<file path="src/rtl/sgd_gradient_sched_if.sv">
// Handshake and configuration bundle between the gradient sequencer and its
// surroundings (dot-product stage, feature fifo, run control).
interface sgd_gradient_sched_if;
    logic        started;
    logic [31:0] number_of_epochs;
    logic [31:0] number_of_samples;
    logic [31:0] dimension;
    logic [31:0] number_of_bits;
    logic        ax_valid;
    logic        fifo_a_empty;
    logic        fifo_a_rd_en;
    logic [4:0]  bit_index;
    logic [11:0] chunk_index;
    logic        first_bit;
    logic        last_bit;
    logic        ax_ready;
    logic        busy;
    logic        sample_done;
    logic        epoch_done;
    logic        all_done;
    logic        err_overrun;

    modport master (
        output started, number_of_epochs, number_of_samples, dimension,
               number_of_bits, ax_valid, fifo_a_empty,
        input  fifo_a_rd_en, bit_index, chunk_index, first_bit, last_bit,
               ax_ready, busy, sample_done, epoch_done, all_done, err_overrun
    );

    modport slave (
        input  started, number_of_epochs, number_of_samples, dimension,
               number_of_bits, ax_valid, fifo_a_empty,
        output fifo_a_rd_en, bit_index, chunk_index, first_bit, last_bit,
               ax_ready, busy, sample_done, epoch_done, all_done, err_overrun
    );
endinterface

</file>
<file path="src/rtl/sgd_gradient_sched.sv">
// Stall-aware sequencer for the bit-serial gradient datapath: one fifo_a read
// per (chunk, bit plane) per sample, then a fixed drain before the next sample.
module sgd_gradient_sched #(
    parameter int BIT_WIDTH_OF_BANK = 9,
    parameter int DRAIN_LATENCY     = 10
) (
    input logic               clk,
    input logic               rst,
    sgd_gradient_sched_if.slave bus
);

    typedef enum logic [2:0] {IDLE, LOAD, WAIT_AX, ISSUE, DRAIN, DONE} state_t;

    state_t      state, state_next;
    logic [11:0] chunk_last;
    logic [4:0]  bit_last;
    logic [31:0] n_samples;
    logic [31:0] n_epochs;
    logic [4:0]  bit_index;
    logic [11:0] chunk_index;
    logic [7:0]  drain_cnt;
    logic [31:0] sample_cnt;
    logic [31:0] epoch_cnt;
    logic        err_overrun;

    // Configuration decode, only consumed while in LOAD.
    logic [31:0] chunks_full;
    logic [11:0] chunks;
    logic [5:0]  nb_raw;
    logic [4:0]  nb_last_in;
    logic        cfg_empty;
    logic        unused_cfg;

    assign chunks_full = (bus.dimension >> BIT_WIDTH_OF_BANK)
                       + {31'd0, |bus.dimension[BIT_WIDTH_OF_BANK-1:0]};
    assign chunks      = chunks_full[11:0];
    assign nb_raw      = bus.number_of_bits[5:0];
    assign nb_last_in  = (nb_raw == 6'd0 || nb_raw > 6'd32) ? 5'd31 : 5'(nb_raw - 6'd1);
    assign cfg_empty   = (chunks == 12'd0) || (bus.number_of_samples == 32'd0)
                       || (bus.number_of_epochs == 32'd0);
    assign unused_cfg  = ^{chunks_full[31:12], bus.number_of_bits[31:6]};

    logic rd_en, last_read, drain_end, sample_last, epoch_last;
    logic ax_ready, busy;

    always_comb begin
        state_next  = state;
        rd_en       = (state == ISSUE) && !bus.fifo_a_empty;
        last_read   = rd_en && (chunk_index == chunk_last) && (bit_index == bit_last);
        drain_end   = (state == DRAIN) && (drain_cnt == 8'd0) && bus.started;
        sample_last = (sample_cnt + 32'd1) == n_samples;
        epoch_last  = (epoch_cnt + 32'd1) == n_epochs;
        ax_ready    = (state == WAIT_AX);
        busy        = (state != IDLE) && (state != DONE);
        case (state)
            IDLE:    if (bus.started) state_next = LOAD;
            LOAD:    if (!bus.started) state_next = IDLE;
                     else if (cfg_empty) state_next = DONE;
                     else state_next = WAIT_AX;
            WAIT_AX: if (!bus.started) state_next = IDLE;
                     else if (bus.ax_valid) state_next = ISSUE;
            ISSUE:   if (!bus.started) state_next = IDLE;
                     else if (last_read) state_next = DRAIN;
            DRAIN:   if (!bus.started) state_next = IDLE;
                     else if (drain_cnt == 8'd0)
                         state_next = (sample_last && epoch_last) ? DONE : WAIT_AX;
            DONE:    if (!bus.started) state_next = IDLE;
            default: state_next = IDLE;
        endcase
    end

    always_ff @(posedge clk or posedge rst) begin
        if (rst) begin
            state       <= IDLE;
            chunk_last  <= '0;
            bit_last    <= '0;
            n_samples   <= '0;
            n_epochs    <= '0;
            bit_index   <= '0;
            chunk_index <= '0;
            drain_cnt   <= '0;
            sample_cnt  <= '0;
            epoch_cnt   <= '0;
            err_overrun <= 1'b0;
        end else begin
            state <= state_next;
            if (bus.ax_valid && busy && !ax_ready)
                err_overrun <= 1'b1;
            case (state)
                IDLE: begin
                    bit_index   <= '0;
                    chunk_index <= '0;
                    drain_cnt   <= '0;
                    sample_cnt  <= '0;
                    epoch_cnt   <= '0;
                end
                LOAD: begin
                    chunk_last <= chunks - 12'd1;
                    bit_last   <= nb_last_in;
                    n_samples  <= bus.number_of_samples;
                    n_epochs   <= bus.number_of_epochs;
                end
                WAIT_AX: begin
                    bit_index   <= '0;
                    chunk_index <= '0;
                end
                ISSUE: if (rd_en) begin
                    if (bit_index == bit_last) begin
                        bit_index   <= '0;
                        chunk_index <= chunk_index + 12'd1;
                    end else begin
                        bit_index <= bit_index + 5'd1;
                    end
                    if (last_read)
                        drain_cnt <= 8'(DRAIN_LATENCY - 1);
                end
                DRAIN: begin
                    if (drain_cnt != 8'd0) begin
                        drain_cnt <= drain_cnt - 8'd1;
                    end else if (bus.started) begin
                        if (sample_last) begin
                            sample_cnt <= '0;
                            epoch_cnt  <= epoch_cnt + 32'd1;
                        end else begin
                            sample_cnt <= sample_cnt + 32'd1;
                        end
                    end
                end
                default: ;
            endcase
        end
    end

    // Index and qualifier outputs are only meaningful alongside a read strobe.
    assign bus.fifo_a_rd_en = rd_en;
    assign bus.bit_index    = bit_index;
    assign bus.chunk_index  = chunk_index;
    assign bus.first_bit    = rd_en && (bit_index == 5'd0);
    assign bus.last_bit     = rd_en && (bit_index == bit_last);
    assign bus.ax_ready     = ax_ready;
    assign bus.busy         = busy;
    assign bus.sample_done  = drain_end;
    assign bus.epoch_done   = drain_end && sample_last;
    assign bus.all_done     = (state == DONE);
    assign bus.err_overrun  = err_overrun;

endmodule

</file>
<file path="src/flat_wrapper.sv">
// flat-port wrapper written by rule: the top's interface ports become plain ports
module sgd_gradient_sched_flat 
#(
    parameter int BIT_WIDTH_OF_BANK = 9,
    parameter int DRAIN_LATENCY     = 10
)
  (clk, rst, bus_started, bus_number_of_epochs, bus_number_of_samples, bus_dimension, bus_number_of_bits, bus_ax_valid, bus_fifo_a_empty, bus_fifo_a_rd_en, bus_bit_index, bus_chunk_index, bus_first_bit, bus_last_bit, bus_ax_ready, bus_busy, bus_sample_done, bus_epoch_done, bus_all_done, bus_err_overrun);
  sgd_gradient_sched_if bus_i ();
  input logic clk;
  input logic rst;
  input wire logic [$bits(bus_i.started)-1:0] bus_started;
  input wire logic [$bits(bus_i.number_of_epochs)-1:0] bus_number_of_epochs;
  input wire logic [$bits(bus_i.number_of_samples)-1:0] bus_number_of_samples;
  input wire logic [$bits(bus_i.dimension)-1:0] bus_dimension;
  input wire logic [$bits(bus_i.number_of_bits)-1:0] bus_number_of_bits;
  input wire logic [$bits(bus_i.ax_valid)-1:0] bus_ax_valid;
  input wire logic [$bits(bus_i.fifo_a_empty)-1:0] bus_fifo_a_empty;
  output wire logic [$bits(bus_i.fifo_a_rd_en)-1:0] bus_fifo_a_rd_en;
  output wire logic [$bits(bus_i.bit_index)-1:0] bus_bit_index;
  output wire logic [$bits(bus_i.chunk_index)-1:0] bus_chunk_index;
  output wire logic [$bits(bus_i.first_bit)-1:0] bus_first_bit;
  output wire logic [$bits(bus_i.last_bit)-1:0] bus_last_bit;
  output wire logic [$bits(bus_i.ax_ready)-1:0] bus_ax_ready;
  output wire logic [$bits(bus_i.busy)-1:0] bus_busy;
  output wire logic [$bits(bus_i.sample_done)-1:0] bus_sample_done;
  output wire logic [$bits(bus_i.epoch_done)-1:0] bus_epoch_done;
  output wire logic [$bits(bus_i.all_done)-1:0] bus_all_done;
  output wire logic [$bits(bus_i.err_overrun)-1:0] bus_err_overrun;
  assign bus_i.started = bus_started;
  assign bus_i.number_of_epochs = bus_number_of_epochs;
  assign bus_i.number_of_samples = bus_number_of_samples;
  assign bus_i.dimension = bus_dimension;
  assign bus_i.number_of_bits = bus_number_of_bits;
  assign bus_i.ax_valid = bus_ax_valid;
  assign bus_i.fifo_a_empty = bus_fifo_a_empty;
  assign bus_fifo_a_rd_en = bus_i.fifo_a_rd_en;
  assign bus_bit_index = bus_i.bit_index;
  assign bus_chunk_index = bus_i.chunk_index;
  assign bus_first_bit = bus_i.first_bit;
  assign bus_last_bit = bus_i.last_bit;
  assign bus_ax_ready = bus_i.ax_ready;
  assign bus_busy = bus_i.busy;
  assign bus_sample_done = bus_i.sample_done;
  assign bus_epoch_done = bus_i.epoch_done;
  assign bus_all_done = bus_i.all_done;
  assign bus_err_overrun = bus_i.err_overrun;
  sgd_gradient_sched #(.BIT_WIDTH_OF_BANK(BIT_WIDTH_OF_BANK), .DRAIN_LATENCY(DRAIN_LATENCY)) u_core (.clk(clk), .rst(rst), .bus(bus_i));
endmodule
</file>
<file path="config.mk">
export PLATFORM = sky130hd
export DESIGN_NAME = sgd_gradient_sched_flat
export DESIGN_NICKNAME = d
export VERILOG_FILES = /design/src/rtl/sgd_gradient_sched_if.sv /design/src/rtl/sgd_gradient_sched.sv /design/src/flat_wrapper.sv
export SDC_FILE = /design/constraint.sdc
export NUM_CORES = 1
export LEC_CHECK = 0
export BUFFER_PORTS_ARGS = -buffer_cell sky130_fd_sc_hd__buf_2
export CAP_MARGIN = 40
export CORE_UTILIZATION = 42
export CTS_BUF_LIST = sky130_fd_sc_hd__clkbuf_8
export DETAILED_ROUTE_END_ITERATION = 8
export MAX_ROUTING_LAYER = met4
export PLACE_DENSITY_LB_ADDON = 0.05
export SKIP_CTS_REPAIR_TIMING = 1
export SYNTH_ARGS = -nofsm -noshare
export SYNTH_HDL_FRONTEND = slang
export SYNTH_SLANG_ARGS = --single-unit
</file>
<file path="constraint.sdc">
create_clock -name clk -period 5.73 [get_ports clk]
set_input_delay 0 -clock clk [delete_from_list [all_inputs] [get_ports clk]]
set_output_delay 0 -clock clk [all_outputs]
set_load 0.01 [all_outputs]
</file>
==> results of run 1 <==
-- final timing paths --
kind                                                         start                                 end  slack, ns  cells past startpoint
max in group asynchronous                                      rst    u_core.sample_cnt[1]$_DFFE_PP0P_       4.54                      4
worst max register to register    u_core.sample_cnt[0]$_DFFE_PP0P_     u_core.epoch_cnt[8]$_DFFE_PP0P_       1.38                     10
min in group asynchronous                                      rst    u_core.n_samples[12]$_DFFE_PP0N_       0.17                      3
worst min-delay path                             bus_dimension[19]   u_core.chunk_last[10]$_DFFE_PP0N_      -0.03                      4
worst min register to register  u_core.bus.err_overrun$_DFFE_PP0P_  u_core.bus.err_overrun$_DFFE_PP0P_       0.47                      1
worst max-delay path              u_core.sample_cnt[0]$_DFFE_PP0P_     u_core.epoch_cnt[8]$_DFFE_PP0P_       1.38                     10
-- cell usage in the layout, fill, tap and decap left out, types with 13 or more instances in the layout --
cell	netlist	layout
nand4_1	41	41
xnor2_1	76	76
buf_2	17	122
inv_1	35	35
clkbuf_8	0	19
and4_1	13	13
nor3_1	31	30
a21oi_1	43	43
nor4_1	53	53
nand2_1	294	294
and3_1	23	23
nor2_1	99	98
or4_1	18	18
xor2_1	60	60
dfrtp_1	174	174
nand3_1	78	78
dlygate4sd3_1	0	81
a21o_1	15	15
o21ai_0	68	68
-- worst register-to-register path, stage by stage (launching register included) --
cell	delay [ns]
dfrtp_1	0.48
ha_1	0.32
nand4_2	0.25
nor4_2	0.59
nor3b_1	0.48
o211ai_1	0.15
nor4_1	0.20
and4_1	0.64
and2_1	0.62
nand2_2	0.26
o31ai_1	0.30
-- flip-flops by register name, summed over array words and instances (netlist names) --
register / cells
u_core.epoch_cnt: 32
u_core.n_epochs: 32
u_core.n_samples: 32
u_core.sample_cnt: 32
u_core.bus.chunk_index: 12
u_core.chunk_last: 12
u_core.drain_cnt: 8
u_core.bit_last: 5
u_core.bus.bit_index: 5
u_core.state: 3
u_core.bus.err_overrun: 1
-- report_power, final --
| group | internal [mW] | switching [mW] | total, mW |
|---|---|---|---|
| combinational | 0.679 | 0.994 | 1.67 |
| sequential | 1.52 | 0.288 | 1.81 |
| clock | 0.422 | 0.510 | 0.931 |
-- area by class of cell --
class,count,area share
inverter,35,0.0101
multi-input combinational,1117,0.491
clock buffer,19,0.0193
sequential,174,0.321
tap,341,0.0315
timing repair buffer,218,0.116
clock inverter,13,0.0113
-- per-stage QoR --
step                      instances   util  worst slack, ns  power, mW  cell area, um^2
after floorplan                1409      -             1.01       2.97            11500
after global routing           1917  0.505             1.17       4.75            13600
after CTS                      1836  0.474             1.46       4.40            12800
final                          1917  0.505             1.38       4.41            13600
after detailed placement       1804  0.459             1.48       3.45            12300
after global placement         1799  0.456             1.55       3.41            12300
-- logic make-up after synthesis --
group,after synthesis,synth area share
xor+xnor,136,0.104
fa+ha+maj,12,0.0131
compound gates,220,0.125
flops,174,0.379
buf+inv,118,0.0424
simple gates,731,0.320
mux,18,0.0164
-- metal layers --
metal,vias up,part of all wire
met2,292,0.44
li1,5306,-
met1,5079,0.49
met5,-,0
met4,0,0.020
met3,57,0.049
==> key figures, run 1 <==
STA
  – Final cycle utilization of the critical path: 0.760
  – Worst hold margin: -0.0270 ns
  – Layout Skew: 0.0197 ns
  – Min Clock Period, post-route: around 4.4 ns
  – RSZ-0062 raised after global routing: no
  – Relative slew margins: 0.261
  – Final setup fails: 0
  – Final Max Slew Viols: 0
  – Final Hold Vio Count: 5
  – Setup TNS Final: 0 ns
  – FMAX: ~230 MHz
  – Least-Margin Pin Slew: around 1.1 ns

Run status
  – Violated checks: negative hold slack
  – Status: complete, but fails checks

Detailed routing
  – DRC errors left: 0
  – DR iter-0 viols: just under 600
  – Routed len/inst: 17.4 um
  – Final ANT Viol Nets: 0
  – WL final: 33400 um
  – Drt pass-1 iters: 5
  – Via count: between 10000 and 15000
  – Vias per cell: about 5.6

Global routing
  – Overflow after GRT: 0
  – First-pass GRT wire length: 53500 um
  – Antenna violations before repair: 0
  – Vias in the first global route: between 9000 and 10000
  – Met2 Use GR: 0.365
  – Met3 Usage GRT: 0.0473
  – Met1 global-route usage: 0.343
  – GR Util All Layers: 0.247
  – Largest net degree at the start of global routing: 73
  – Busiest grt layer: met2

Synthesis
  – Top post-synthesis cells by area: dfrtp_1, nand2_1, xnor2_1
  – Count of unique library cells instantiated by Yosys: 70
  – EDFF count, synth: 0
  – Commonest register cell after synthesis: dfrtp_1
  – Post-synthesis area per instance: a little over 8 um^2
  – Synthesized netlist cell count: approximately 1400
  – Most frequent cell after synthesis: nand2_1
  – #FFs+latches synth: between 150 and 200
  – Synth top area share: 0.379
  – Ys Warns: 0
  – Post-synthesis sequential area ratio: 0.379
  – Mapped Area: 11500 um^2
  – Fraction of registers with async set/reset: 1.00
  – Yosys top cell by area: dfrtp_1
  – Post-Syn Nets: around 1600
  – Post-synth top cells: nand2_1, dfrtp_1, nor2_1

CTS
  – H-Tree Depth: 4
  – CTS Buffer Depth: 2
  – Cts bufs inserted: 17
  – CTS tree: built
  – Root Driver: clkbuf_8
  – Total clock sinks: about 170
  – Insertion delay to the later sink of the worst-skew pair: roughly 0.48 ns
  – Clock transition at the registers of the reported paths: 0.10 ns

Die
  – Die Y: around 170 um
  – Die span in x: about 170 um
  – Die area: 28000 um^2
  – Initial Util: 0.427
  – Core footprint: ~27000 um^2
  – I/O Pins: approximately 160
  – # rows: 60

Cells and area
  – Antenna diodes: 0
  – Layout Area Growth over Synthesis: 18.2%
  – Final nets: between 1500 and 2000
  – Area of the multi-input gates: 6660 um^2
  – Layout filler cell count: 2647
  – Layout cell share with drive strength beyond 1: 0.131
  – Register area: roughly 4400 um^2

Place
  – Post-DP HPWL: around 24000 um
  – GP Congestion: just under 0.9
  – Port bufs: between 100 and 150

Setup path
  – Crit path arrival time: 4.74 ns
  – Worst path bufs/invs: 0
  – CP max-delay cell: and4_1
  – Setup CP Type: reg -> reg
  – Crit-path cells: ha_1 > nand4_2 > nor4_2 > nor3b_1 > o211ai_1 > nor4_1 > and4_1 > and2_1 > nand2_2 > o31ai_1
  – Worst Setup Start Kind: flop
  – CP delay by family, top: simple AND/OR/NAND/NOR gates
  – Critical path data required time: approximately 6 ns
  – CP max stage delay: 0.64 ns
  – Crit-path max FO: 12
  – CP endpoint kind: flop

Min path
  – Hold Crit Class: in -> reg

Power
  – Pwr dens: 325 nW/um^2
  – Pleak: between 6 and 7 nW
  – Worst vdd ir: ~200 uV

Flow run
  – Max-Cap Viols: 0
Note: power is estimated with default switching activity, not from simulation.
==> inputs of run 2 (changes only) <==
--- a/config.mk
+++ b/config.mk
@@ -5,6 +5,7 @@
 export SDC_FILE = /design/constraint.sdc
 export NUM_CORES = 1
 export LEC_CHECK = 0
+export ABC_AREA = 1
 export BUFFER_PORTS_ARGS = -buffer_cell sky130_fd_sc_hd__buf_2
 export CAP_MARGIN = 40
 export CORE_UTILIZATION = 42
==> constraint.sdc (replaced) <==
create_clock -name clk -period 4.49 [get_ports clk]
set_input_delay 0 -clock clk [delete_from_list [all_inputs] [get_ports clk]]
set_output_delay 0 -clock clk [all_outputs]
set_load 0.01 [all_outputs]
==> key figures, run 2 <==
Detailed routing
  – Via count: between 10000 and 15000
  – WL final: 39000 um
  – Drt pass-1 iters: 7
  – DR iter-0 viols: 1070
  – Vias per cell: approximately 5.2
  – Final ANT Viol Nets: 0
  – DRC errors left: 0
  – Routed len/inst: 15.9 um

Global routing
  – Antenna violations before repair: 0
  – Overflow after GRT: 0
  – GR Util All Layers: 0.274
  – First-pass GRT wire length: about 60000 um
  – Vias in the first global route: about 11000
  – Largest net degree at the start of global routing: 145

Power
  – Pleak: 6.91 nW
  – Worst vdd ir: a little over 400 uV
  – Final Power: just over 6 mW
  – Pwr dens: about 430 nW/um^2

Die
  – I/O Pins: 159
  – Initial Util: 0.430
  – # rows: 61
  – Core footprint: 28000 um^2
  – Die span in x: approximately 170 um
  – Die area: 29400 um^2
  – Die Y: about 170 um

Cells and area
  – Antenna diodes: 0
  – Commonest cells after routing, fill and taps aside: nand2_1, nor2_1, inv_1
  – Layout Area Growth over Synthesis: 18.4%
  – Final nets: around 2200
  – Layout filler cell count: around 2900
  – Layout cell share with drive strength beyond 1: 0.0924
  – Commonest non-fill, non-tap cell in the layout: nand2_1

Synthesis
  – Synthesized netlist cell count: around 1900
  – Yosys top cell by area: dfrtp_1
  – EDFF count, synth: 0
  – Count of unique library cells instantiated by Yosys: 45
  – Post-Syn Nets: between 2000 and 2500
  – Commonest register cell after synthesis: dfrtp_1
  – Most frequent cell after synthesis: nand2_1
  – Post-synth top cells: nand2_1, nor2_1, inv_1
  – Post-synthesis sequential area ratio: 0.361
  – Mapped Area: approximately 12000 um^2
  – Fraction of registers with async set/reset: 1.00
  – Top post-synthesis cells by area: dfrtp_1, nand2_1, nand3_1
  – Post-synthesis area per instance: around 6.4 um^2
  – Synth top area share: 0.361
  – Ys Warns: 0
  – #FFs+latches synth: between 150 and 200

STA
  – FMAX: ~300 MHz
  – Final Max Slew Viols: 0
  – Setup TNS Final: 0 ns
  – Worst hold margin: slightly below 0.009 ns
  – Final cycle utilization of the critical path: 0.751
  – Final setup fails: 0
  – Min Clock Period, post-route: roughly 3.4 ns
  – Relative slew margins: 0.427
  – Final Hold Vio Count: 0
  – RSZ-0062 raised after global routing: no
  – Layout Skew: around 0.026 ns
  – Least-Margin Pin Slew: around 0.86 ns

Min path
  – Hold Crit Class: in -> reg

Run status
  – Status: completed

CTS
  – Root Driver: clkbuf_8
  – Clock transition at the registers of the reported paths: approximately 0.10 ns
  – CTS tree: built
  – Total clock sinks: about 170
  – Cts bufs inserted: 17
  – CTS Buffer Depth: 2
  – H-Tree Depth: 4
  – Insertion delay to the later sink of the worst-skew pair: around 0.5 ns

Place
  – Post-DP HPWL: about 29000 um
  – GP Congestion: around 0.94
  – Port bufs: between 100 and 150

Setup path
  – Crit-path max FO: 32
  – Worst Setup Start Kind: flop
  – Crit path arrival time: 3.76 ns
  – CP endpoint kind: flop
  – Setup CP Type: reg -> reg
  – Critical path data required time: about 4.9 ns

Flow run
  – Max-Cap Viols: 0
==> run 2: routing by layer <==
metal	vias to the layer above	wire [um]	track usage
li1	6365	-	-
met5	-	0	-
met3	42	2500	0.0502
met2	408	16800	0.402
met4	0	690	0.0699
met1	5886	18900	0.387
==> run 2: final cells by class <==
cell class                      instances  area, um^2  area share
Clock buffer                           18         248      0.0174
Clock inverter                         14         128     0.00895
Inverter                              224         845      0.0592
Multi-Input combinational cell       1437        6700       0.469
Sequential cell                       174        4350       0.305
Tap cell                              378         473      0.0332
Timing Repair Buffer                  212        1520       0.107
==> run 2: critical path, cell delays in order, from the launching register on <==
cell and delay [ns]:
dfrtp_1 0.42, ha_1 0.23, nand2_2 0.11, nor2_4 0.23, nand3b_1 0.26, o21ai_1 0.23
nand2_1 0.09, nand2_1 0.09, nand2_1 0.11, nor2_1 0.12, nand2_1 0.07, nor3_2 0.17
nand3_1 0.17, nand2_2 0.44, nand2_2 0.06, buf_4 0.28, nand2_1 0.11, nand2_1 0.05
==> run 2: logic make-up after synthesis <==
logic type | after synthesis | synth area share
simple gates | 1220 | 0.429
buf+inv | 261 | 0.0843
flops | 174 | 0.361
compound gates | 154 | 0.0713
xor+xnor | 51 | 0.0419
fa+ha+maj | 12 | 0.0125
==> run 2: power breakdown <==
| group | switching (mW) | internal [mW] |
|---|---|---|
| Combinational | 1.91 | 0.898 |
| Sequential | 0.289 | 1.97 |
| Clock | 0.628 | 0.501 |
| Total | 2.83 | 3.37 |
==> run 2: path summary, 6_finish.rpt <==
check                                              startpoint                            endpoint  slack [ns]  cells after the start
setup / recovery             u_core.sample_cnt[0]$_DFFE_PP0P_    u_core.epoch_cnt[25]$_DFFE_PP0P_        1.12                     17
hold / removal                              bus_dimension[13]    u_core.chunk_last[5]$_DFFE_PP0N_       0.009                      5
setup reg to reg             u_core.sample_cnt[0]$_DFFE_PP0P_    u_core.epoch_cnt[25]$_DFFE_PP0P_        1.12                     17
hold reg to reg            u_core.bus.err_overrun$_DFFE_PP0P_  u_core.bus.err_overrun$_DFFE_PP0P_        0.48                      1
max in group asynchronous                                 rst   u_core.chunk_last[10]$_DFFE_PP0N_        3.05                      4
min in group asynchronous                                 rst    u_core.n_samples[13]$_DFFE_PP0N_        0.17                      3
==> run 2: metrics by stage <==
stage / instance area (um^2) / std cells / utilization / setup WS, ns
floorplan: 12100 / 1872 / - / 2.18
global placement: 13100 / 2344 / 0.467 / 1.14
detailed placement: 13100 / 2345 / 0.467 / 1.15
CTS: 13500 / 2377 / 0.481 / 1.11
global route: 14300 / 2457 / 0.509 / 0.812
finish: 14300 / 2457 / 0.509 / 1.12
==> inputs of run 3 (changes only) <==
--- a/config.mk
+++ b/config.mk
@@ -5,7 +5,7 @@
 export SDC_FILE = /design/constraint.sdc
 export NUM_CORES = 1
 export LEC_CHECK = 0
-export ABC_AREA = 1
+export ABC_AREA = 0
 export BUFFER_PORTS_ARGS = -buffer_cell sky130_fd_sc_hd__buf_2
 export CAP_MARGIN = 40
 export CORE_UTILIZATION = 42
==> constraint.sdc (replaced) <==
create_clock -name clk -period 2.79 [get_ports clk]
set_input_delay 0 -clock clk [delete_from_list [all_inputs] [get_ports clk]]
set_output_delay 0 -clock clk [all_outputs]
set_load 0.01 [all_outputs]
==> key figures, run 3 (synthesized netlist as in run 1, its figures left out) <==
Setup path
  – CP startpoint: u_core.sample_cnt[1]$_DFFE_PP0P_
  – Reg-to-Reg Start: u_core.sample_cnt[10]$_DFFE_PP0P_
  – Critical path data required time: 2.79 ns
  – Crit path capture: bus_epoch_done
  – Setup slack, reg-to-reg: -0.34 ns
  – End of the worst register-to-register path: u_core.sample_cnt[31]$_DFFE_PP0P_
  – Worst R2R Path Depth: 13
  – Worst Setup Start Kind: flop
  – CP endpoint kind: primary output
  – Setup CP Type: reg -> out
  – Crit-path max FO: 6
  – Crit path arrival time: between 3 and 4 ns

Cells and area
  – Commonest cells after routing, fill and taps aside: nand2_1, buf_4, dfrtp_1
  – Layout filler cell count: about 2500
  – Layout Area Growth over Synthesis: 40.5%
  – Register area: 4360 um^2
  – Area of the multi-input gates: 7310 um^2
  – Final Util: 0.600
  – Layout cell share with drive strength beyond 1: 0.298
  – Commonest non-fill, non-tap cell in the layout: nand2_1
  – Antenna diodes: 0
  – Final nets: between 1500 and 2000

STA
  – Layout Skew: 0.0230 ns
  – RSZ-0062 raised after global routing: yes
  – Least-Margin Pin Slew: around 0.83 ns
  – Setup TNS Final: -14.34 ns
  – Final cycle utilization of the critical path: 1.14
  – Final setup fails: 68
  – FMAX: approximately 310 MHz
  – Relative slew margins: 0.444
  – Final Max Slew Viols: 0
  – Worst hold margin: -0.0113 ns
  – Final setup margin: -0.397 ns
  – Final Hold Vio Count: 2
  – Min Clock Period, post-route: 3.19 ns

Run status
  – Violated checks: negative hold slack, negative setup slack
  – Status: complete, but fails checks

CTS
  – Clock transition at the registers of the reported paths: 0.11 ns
  – CTS Buffer Depth: 2
  – Root Driver: clkbuf_8
  – Cts bufs inserted: 17
  – CTS tree: built
  – H-Tree Depth: 4
  – Total clock sinks: 174
  – Insertion delay to the later sink of the worst-skew pair: around 0.49 ns

Die
  – Die span in x: around 170 um
  – Die Y: 167 um
  – Initial Util: 0.427
  – Die area: ~28000 um^2
  – I/O Pins: around 160
  – # rows: 60
  – Core footprint: around 27000 um^2

Global routing
  – Largest net degree at the start of global routing: a little over 100
  – Met2 Use GR: 0.412
  – GR Util All Layers: 0.270
  – Overflow after GRT: 0
  – Met1 global-route usage: 0.379
  – Antenna violations before repair: 0
  – Vias in the first global route: around 11000
  – Met3 Usage GRT: 0.0388
  – First-pass GRT wire length: 58200 um
  – Busiest grt layer: met2

Detailed routing
  – DRC errors left: 0
  – Via count: about 12000
  – Routed len/inst: 17.5 um
  – Drt pass-1 iters: 5
  – Final ANT Viol Nets: 0
  – WL final: between 30000 and 40000 um
  – DR iter-0 viols: 676
  – Vias per cell: approximately 5.5

Place
  – Port bufs: between 100 and 150
  – Dpl ws: -0.446 ns
  – GP Congestion: a little over 0.9
  – Post-DP HPWL: between 20000 and 30000 um

Min path
  – Hold Crit Class: in -> reg

Power
  – Worst vdd ir: between 300 and 400 uV
  – Pwr dens: ~600 nW/um^2
  – Pleak: ~7.5 nW

Flow run
  – Max-Cap Viols: 0
## run 3: worst min-delay path by stage
stage | startpoint | end | slack (ns) | depth (start not counted)
final | bus_dimension[19] | u_core.chunk_last[10]$_DFFE_PP0N_ | -0.01 | 4
after global routing | bus_dimension[19] | u_core.chunk_last[10]$_DFFE_PP0N_ | 0.004 | 4
after CTS | rst | u_core.bus.chunk_index[10]$_DFFE_PP0P_ | -0.40 | 3
after detailed placement | rst | u_core.bus.chunk_index[10]$_DFFE_PP0P_ | 0.16 | 3
after global placement | bus_number_of_bits[0] | u_core.bit_last[0]$_DFFE_PP0N_ | 0.21 | 2
after floorplan | bus_number_of_bits[0] | u_core.bit_last[0]$_DFFE_PP0N_ | 0.08 | 1
## run 3: critical path, cell delays in order, from the launching register on
cell and delay (ns):
dfrtp_2 0.43, ha_4 0.16, nand4_4 0.08, or4_4 0.56
a2111oi_4 0.23, buf_4 0.19, nor2_4 0.04, nor4_4 0.24
and4_4 0.27, buf_6 0.12, buf_6 0.12, and3_4 0.18
buf_6 0.09
## run 3: where the power goes
group	switching, mW	total (mW)	internal [mW]	leakage, nW
Sequential	0.553	3.67	3.12	2.26
Combinational	2.37	4.17	1.79	5.02
Clock	1.14	1.83	0.682	0.197
## run 3: area by class of cell
type | instances | share of cell area
multi-input cells | 1117 | 0.453
clock buffers | 17 | 0.0145
clock inverters | 15 | 0.0105
flip-flops and latches | 174 | 0.270
repair buffers | 454 | 0.217
well taps | 341 | 0.0265
inverters | 35 | 0.00838
## run 3: per-stage QoR
step | cells | instance area [um^2] | total power [mW]
finish | 2153 | 16100 | 9.67
detailed placement | 2017 | 14000 | 7.51
floorplan | 1409 | 11600 | 6.11
global placement | 2016 | 14000 | 7.47
global route | 2153 | 16100 | 10.4
CTS | 2049 | 14400 | 9.39
## run 3: routing by layer
layer | vias to the layer above | routed length [um]
li1 | 5773 | -
met1 | 5667 | 18000
met2 | 319 | 17400
met3 | 34 | 1700
met4 | 0 | 580
met5 | - | 0
